## src/rtl/uart_rx_sampler.sv

```systemverilog
// 8N1 UART receiver: 2-flop synchronised line, mid-bit sampling from a free
// cycle counter, single-cycle done / frame_err pulses.
`timescale 1ns/1ps
module uart_rx_sampler #(
  parameter int CLKS_PER_BIT = 868,
  parameter int HALF_BIT     = CLKS_PER_BIT / 2
) (
  input  logic       clk,
  input  logic       rst_n,
  input  logic       rx,
  output logic [7:0] dout,
  output logic       done,
  output logic       frame_err,
  output logic       busy
);

  typedef enum logic [2:0] {
    S_IDLE    = 3'd0,
    S_START   = 3'd1,
    S_DATA    = 3'd2,
    S_STOP    = 3'd3,
    S_RECOVER = 3'd4
  } state_t;

  localparam logic [15:0] BIT_TC  = 16'(CLKS_PER_BIT - 1);
  localparam logic [15:0] HALF_TC = 16'(HALF_BIT - 1);

  logic        r_rx_meta;
  logic        r_rx_s;
  state_t      r_state;
  logic [15:0] r_cnt;
  logic [2:0]  r_idx;
  logic [7:0]  r_shift;
  logic [7:0]  r_dout;
  logic        r_done;
  logic        r_ferr;
  logic        r_busy;
  logic        w_bit_tc;
  logic        w_half_tc;

  assign w_bit_tc  = (r_cnt == BIT_TC);
  assign w_half_tc = (r_cnt == HALF_TC);

  assign dout      = r_dout;
  assign done      = r_done;
  assign frame_err = r_ferr;
  assign busy      = r_busy;

  // Line synchroniser; resets to the idle (high) level so reset cannot fake a start edge
  always_ff @(posedge clk or negedge rst_n) begin
    if (!rst_n) begin
      r_rx_meta <= 1'b1;
      r_rx_s    <= 1'b1;
    end else begin
      r_rx_meta <= rx;
      r_rx_s    <= r_rx_meta;
    end
  end

  // Receive FSM with bit timing counter and registered outputs
  always_ff @(posedge clk or negedge rst_n) begin
    if (!rst_n) begin
      r_state <= S_IDLE;
      r_cnt   <= 16'd0;
      r_idx   <= 3'd0;
      r_shift <= 8'h00;
      r_dout  <= 8'h00;
      r_done  <= 1'b0;
      r_ferr  <= 1'b0;
      r_busy  <= 1'b0;
    end else begin
      r_done <= 1'b0;
      r_ferr <= 1'b0;
      case (r_state)
        S_IDLE: begin
          if (!r_rx_s) begin
            r_cnt   <= 16'd0;
            r_busy  <= 1'b1;
            r_state <= S_START;
          end else begin
            r_busy <= 1'b0;
          end
        end
        S_START: begin
          if (w_half_tc) begin
            r_cnt <= 16'd0;
            if (!r_rx_s) begin
              r_idx   <= 3'd0;
              r_state <= S_DATA;
            end else begin
              r_busy  <= 1'b0;
              r_state <= S_IDLE;
            end
          end else begin
            r_cnt <= r_cnt + 16'd1;
          end
        end
        S_DATA: begin
          if (w_bit_tc) begin
            r_cnt          <= 16'd0;
            r_shift[r_idx] <= r_rx_s;
            r_idx          <= r_idx + 3'd1;
            if (r_idx == 3'd7) begin
              r_state <= S_STOP;
            end else begin
              r_state <= S_DATA;
            end
          end else begin
            r_cnt <= r_cnt + 16'd1;
          end
        end
        S_STOP: begin
          if (w_bit_tc) begin
            r_cnt  <= 16'd0;
            r_busy <= 1'b0;
            if (r_rx_s) begin
              r_dout  <= r_shift;
              r_done  <= 1'b1;
              r_state <= S_IDLE;
            end else begin
              r_ferr  <= 1'b1;
              r_state <= S_RECOVER;
            end
          end else begin
            r_cnt <= r_cnt + 16'd1;
          end
        end
        S_RECOVER: begin
          // A held-low line (break) must go high before a new start is accepted
          r_busy <= 1'b0;
          if (r_rx_s) begin
            r_state <= S_IDLE;
          end else begin
            r_state <= S_RECOVER;
          end
        end
        default: begin
          r_busy  <= 1'b0;
          r_state <= S_IDLE;
        end
      endcase
    end
  end

endmodule

```

## config.mk

```make
export PLATFORM = sky130hd
export DESIGN_NAME = uart_rx_sampler
export DESIGN_NICKNAME = d
export VERILOG_FILES = /design/src/rtl/uart_rx_sampler.sv
export SDC_FILE = /design/constraint.sdc
export NUM_CORES = 1
export LEC_CHECK = 0
export BUFFER_PORTS_ARGS = -buffer_cell sky130_fd_sc_hd__buf_2
export CAP_MARGIN = 20
export CORE_MARGIN = 4
export CORE_UTILIZATION = 45
export CTS_CLUSTER_DIAMETER = 60
export DETAILED_ROUTE_END_ITERATION = 16
export MAX_ROUTING_LAYER = met4
export SYNTH_ARGS = -nofsm -noshare
export SYNTH_HDL_FRONTEND = slang
export SYNTH_SLANG_ARGS = --single-unit
```

## constraint.sdc

```tcl
create_clock -name clk -period 2.2 [get_ports clk]
set_input_delay 0.22 -clock clk [delete_from_list [all_inputs] [get_ports clk]]
set_output_delay 0.22 -clock clk [all_outputs]
set_load 0.02 [all_outputs]
```

; Yosys cells after proc, flatten, opt, wreduce, memory -nomap -nowiden
; Cells that the tools add are included.
[totals]
reg_bits = 43
input_bits = 3
output_inout_bits = 11
wordCells = 68
[classes]
addsub = 2
magnitude_cmp = 2
n_eq_ne = 13
n_mux = 29
bitwise = 1
n_reduce_logical = 11
[ops]
columns = operator, count
row1 = 16-bit two-way mux, 3
row2 = 16-bit case mux with 3 select lines, 1
row3 = 3-bit two-way mux, 8
row4 = "16-bit by 1-bit adder with 16-bit output, second input constant", 1
row5 = "16-bit by 10-bit == test with 1-bit output, second input constant", 1
row6 = "16-bit by 9-bit == test with 1-bit output, second input constant", 1
row7 = 3-bit case mux with 5 select lines, 1
row8 = "2-bit != test, second input constant", 6
row9 = 4-bit AND reduction, 3
row10 = 1-bit two-way mux, 11
row11 = 8-bit bitwise mux, 1
row12 = "3-bit by 2-bit == test with 1-bit output, second input constant", 2
row13 = "3-bit == test, second input constant", 2
row14 = 3-bit case mux with 2 select lines, 1
row15 = "3-bit by 4-bit less-than comparator with 1-bit output, second input constant", 1
row16 = 1-bit case mux with 4 select lines, 1
row17 = 2-bit AND reduction, 2
row18 = "3-bit by 1-bit adder with 3-bit output, second input constant", 1
row19 = 1-bit demux with 3-bit select, 1
row20 = "3-bit by 1-bit == test with 1-bit output, second input constant", 1
row21 = "3-bit by 1-bit >= comparator with 1-bit output, second input constant", 1
row22 = 3-bit logical NOT, 1
row23 = 3-bit AND reduction, 1
row24 = 3-bit nonzero test, 1
row25 = other kinds (5), 5

; Depth between registers and ports, before layout
[logic_depth]
ltp_word = 5
ltp_mapped = 8
depth_no_buf = 7

; Worst setup path before layout
; OpenSTA, ideal clock, no wires.
[synth_path]
path_kind = flip-flop to flip-flop
start = register r_cnt[0]
end = register r_shift[0]
setup_ns = 0.125
arrival_time_ns = 1.818
t_required_ns = 2.075
slack_ns = 0.257
stages_incl_launch_ff = 8
n_path_buf = 1
synth_period_minus_slack_ns = 1.943
cell_sequence = dfrtp_1 ha_1 and4b_1 nand4_4 nor3b_4 buf_6 and3b_2 mux2_2
[synth_between]
elab_chain_len = 2
[synth_lines]
columns = item, line
row1 = start: declaration, 31  ; logic [15:0] r_cnt;
row2 = start signal: assignment, 95  ; r_cnt <= r_cnt + 16'd1;
row3 = start signal: assignment, 109  ; r_cnt <= r_cnt + 16'd1;
row4 = start signal: assignment, 125  ; r_cnt <= r_cnt + 16'd1;
row5 = 16-bit by 10-bit == test with 1-bit output, 41  ; assign w_bit_tc = (r_cnt == BIT_TC);
row6 = 2-bit AND reduction (no line), n/a
row7 = end signal: indexed assignment, 101  ; r_shift[r_idx] <= r_rx_s;
row8 = end: declaration, 33  ; logic [7:0] r_shift;
; No other way between the ends.
; A chain may end at the register's enable or synchronous reset.

; Worst setup path after layout
[layout_path]
start = register r_cnt[13]
end = register r_shift[4]
; Same word-level chain as after synthesis.

==> results.md <==
- Worst-Margin Slew: 0.575 ns
- Routed vias/inst: 5.60
- Count of different cell masters after synthesis: 43
- Syn Nets: 208
- DRT antenna net count: 0
- WHS: 0.0218 ns
- Vias in the first global route: 1716
- Max Freq: 0.486 GHz
- Top-area cell type share of the netlist area: 46.3%
- Hold Path Depth: 1
- Layout Cells excl Fill: 301
- Pwr/cell area: 588 nW/µm²
- Syn_area_per_cell: 11.1 µm²
- Final setup margin: 0.143 ns
- Crit end category: flop
- Initial core utilization: 46.6%
- R2r setup slk: 0.14 ns
- Layout area overhead: 18.1%
- Drt initial violations: 154
- Flop pwr share: 51.6%
- Hold EP: r_rx_meta$_DFF_PN1_
- Leak: 1.32 nW
- Vias post-DR: 1685
- DRC: 0
- Clk_lat worst skew: 0.29 ns
- Register area share after synthesis: 48.7%
- HP Class: input pin to flop
- Worst slew margin: 61.3%
- First-pass GRT wire length: 8140 µm
- Status: finished, final reports clean
- Max-cap violations: 0
- Die height: 78.2 µm
- Post-Synthesis Cells: 200
- Type of origin of the critical path: flop
- FF+latch count, synth: 43
- Combinational power share: 1.9%
- Max clock buf depth: 2
- CP Max Fanout: 8
- Sink Count: 43
- # H-tree levels: 2
- Post-Syn Area: 2210 µm²
- Synth top area cells: dfrtp_1, mux2_2, ha_1
- Net count, final: 241
- Most common cell after layout, fill and taps aside: dfrtp_1
- CTS root buf: clkbuf_8
- GPL Wtd Cong: 0.926
- Pin count of the biggest net entering global routing: 25
- Int Power: 0.00125 W
- Capture point of the worst reg-to-reg path: r_shift[4]$_DFFE_PN0P_
- Final Cycle Share: 93.5%
- Warnings, synthesis: 0
- # rows: 25
- Hold_sp: rx
- CP arrival: 2.24 ns
- CTS tree: done
- Routed len/inst: 15.4 µm
- P_sw: 0.000284 W
- Reg2reg start: r_cnt[13]$_DFFE_PN0P_
- Max-slew violations: 0
- VDD IR max: 0.000351 V
- Post-layout min period: 2.06 ns
- Final Setup Violations: 0
- Place WS: 0.0623 ns
- Antenna violations before repair: 0
- Setup Crit Path Kind: flop to flop
- Largest area contributor in the netlist: dfrtp_1
- Total grt overflow: 0
- Share of post-route cells with drive strength above 1: 31.2%
- N_diodes: 0
- Sw Ratio: 18.5%
- Die area: 6110 µm²
- Routed wire length: 4640 µm
- Clock share of power: 46.5%
- Chip Width: 78.2 µm
- Clock-pin transition on the worst setup and hold timing paths: 0.08 ns
- TritonCTS Buffers: 5
- Core area: 4750 µm²
- I/O Buffers: 13
- CP required: 2.38 ns
- R2R depth: 5
- GRT Overall Usage: 17.3%
- HPWL after DPL: 3340 µm
- Setup tns final: 0 ns
- I/O pin cnt: 14
- Total iterations of the first detailed-routing run: 5
- Dpl cells: 287
- Worst Skew: 0.00565 ns
- Most frequent cells in the layout: dfrtp_1, buf_4, nand2_1, mux2_2, buf_2
- Final hold viol count: 0
[worst max-delay path: stages (launching register included)]
cell      delay [ns]
dfrtp_2         0.46
nor4_4          0.38
nand4_4         0.17
nor3b_4         0.33
and4bb_2        0.28
mux2_2          0.33
[power by group through the flow]
stage / Sequential (W) / Clock (W) / Combinational (W)
6_report: 0.000794 / 0.000715 / 0.0000286
5_1_grt: 0.000794 / 0.000780 / 0.0000340
4_1_cts: 0.000794 / 0.000734 / 0.0000299
3_5_place_dp: 0.000809 / 0 / 0.0000284
3_3_place_gp: 0.000809 / 0 / 0.0000274
2_1_floorplan: 0.000809 / 0 / 0.00000691
[routing by layer]
| layer | share of wire (%) | global-route usage [%] | vias to the layer above |
|---|---|---|---|
| met2 | 50 | 28.7 | 42 |
| met4 | 2.6 | 6.47 | 0 |
| met3 | 3.1 | 3.56 | 13 |
| met1 | 44 | 20.9 | 827 |
| li1 | - | - | 803 |
| met5 | 0 | - | - |
[cell usage after synthesis, drive strengths merged]
cell and n:
a22o 4, dfrtp 41, a31oi 4, nand4 7, clkbuf 4, a21o 4
mux2 17, and4b 1, inv 5, nor3 4, ha 5, a21oi 12
nand4b 3, o22ai 1, nand3 9, nor3b 6, or3 5, and4bb 2
a211o 1, nand2 15, a2111oi 1, xor2 3, nor2 9, mux2i 2
and4 1, dfstp 2, o21ai 8, xnor2 2, buf 7, a22oi 1
and3 5, nor4 6, and3b 2, nor2b 1
[flip-flops by register name (all words and copies together) (netlist names), 3 cells and up]
register and count:
r_shift 8, r_idx 3, r_cnt 16, dout 8
r_state 3
[how the worst max path moves through the flow]
| stage | from | end | slack (ns) | cells past startpoint |
|---|---|---|---|---|
| after detailed placement | r_cnt[12]$_DFFE_PN0P_ | r_shift[4]$_DFFE_PN0P_ | 0.06 | 5 |
| after global routing | r_cnt[13]$_DFFE_PN0P_ | r_shift[3]$_DFFE_PN0P_ | -0.008 | 6 |
| final | r_cnt[13]$_DFFE_PN0P_ | r_shift[4]$_DFFE_PN0P_ | 0.14 | 5 |
| after floorplan | r_cnt[0]$_DFFE_PN0P_ | r_shift[0]$_DFFE_PN0P_ | 0.26 | 7 |
| after CTS | r_cnt[12]$_DFFE_PN0P_ | r_shift[4]$_DFFE_PN0P_ | 0.04 | 5 |
| after global placement | r_cnt[12]$_DFFE_PN0P_ | r_shift[6]$_DFFE_PN0P_ | 0.10 | 6 |
[what timing repair did]
item | 4_1_cts | 5_1_grt
buffers inserted | 0 | 5
hold buffers | 1 | 0
hold endpoints to repair | 17 | 0
gates resized for setup | 0 | 1
setup endpoints to repair | 0 | 6
[layout make-up]
cell class                      instances  area (µm²)
Clock inverter                          2        60.1
Timing Repair Buffer                   37         248
Inverter                                5        18.8
Sequential cell                        43        1080
Multi-Input combinational cell        141        1050
Clock buffer                            6        72.6
Fill cell                             417        2140
Tap cell                               67        83.8
[kinds of logic (layout without fill, tap and decap cells)]
group	after synthesis	in the layout	synth area share (%)
buffers and inverters	16	50	3.79
adder cells (fa/ha/maj)	5	5	2.82
AO/OA/AOI/OAI	36	36	10.7
AND/OR/NAND/NOR	76	76	22.5
XOR/XNOR	5	5	1.98
multiplexers	19	19	9.55
flip-flops	43	43	48.7
[stage by stage]
stage	power (W)	cell area [µm²]	utilization [%]
6_report	0.00154	2620	55.0
5_1_grt	0.00161	2620	55.0
4_1_cts	0.00156	2580	54.2
3_5_place_dp	0.000838	2430	51.2
3_3_place_gp	0.000837	2430	51.2
2_1_floorplan	0.000816	2210	-
No activity file was read; power rests on OpenSTA's default activity.
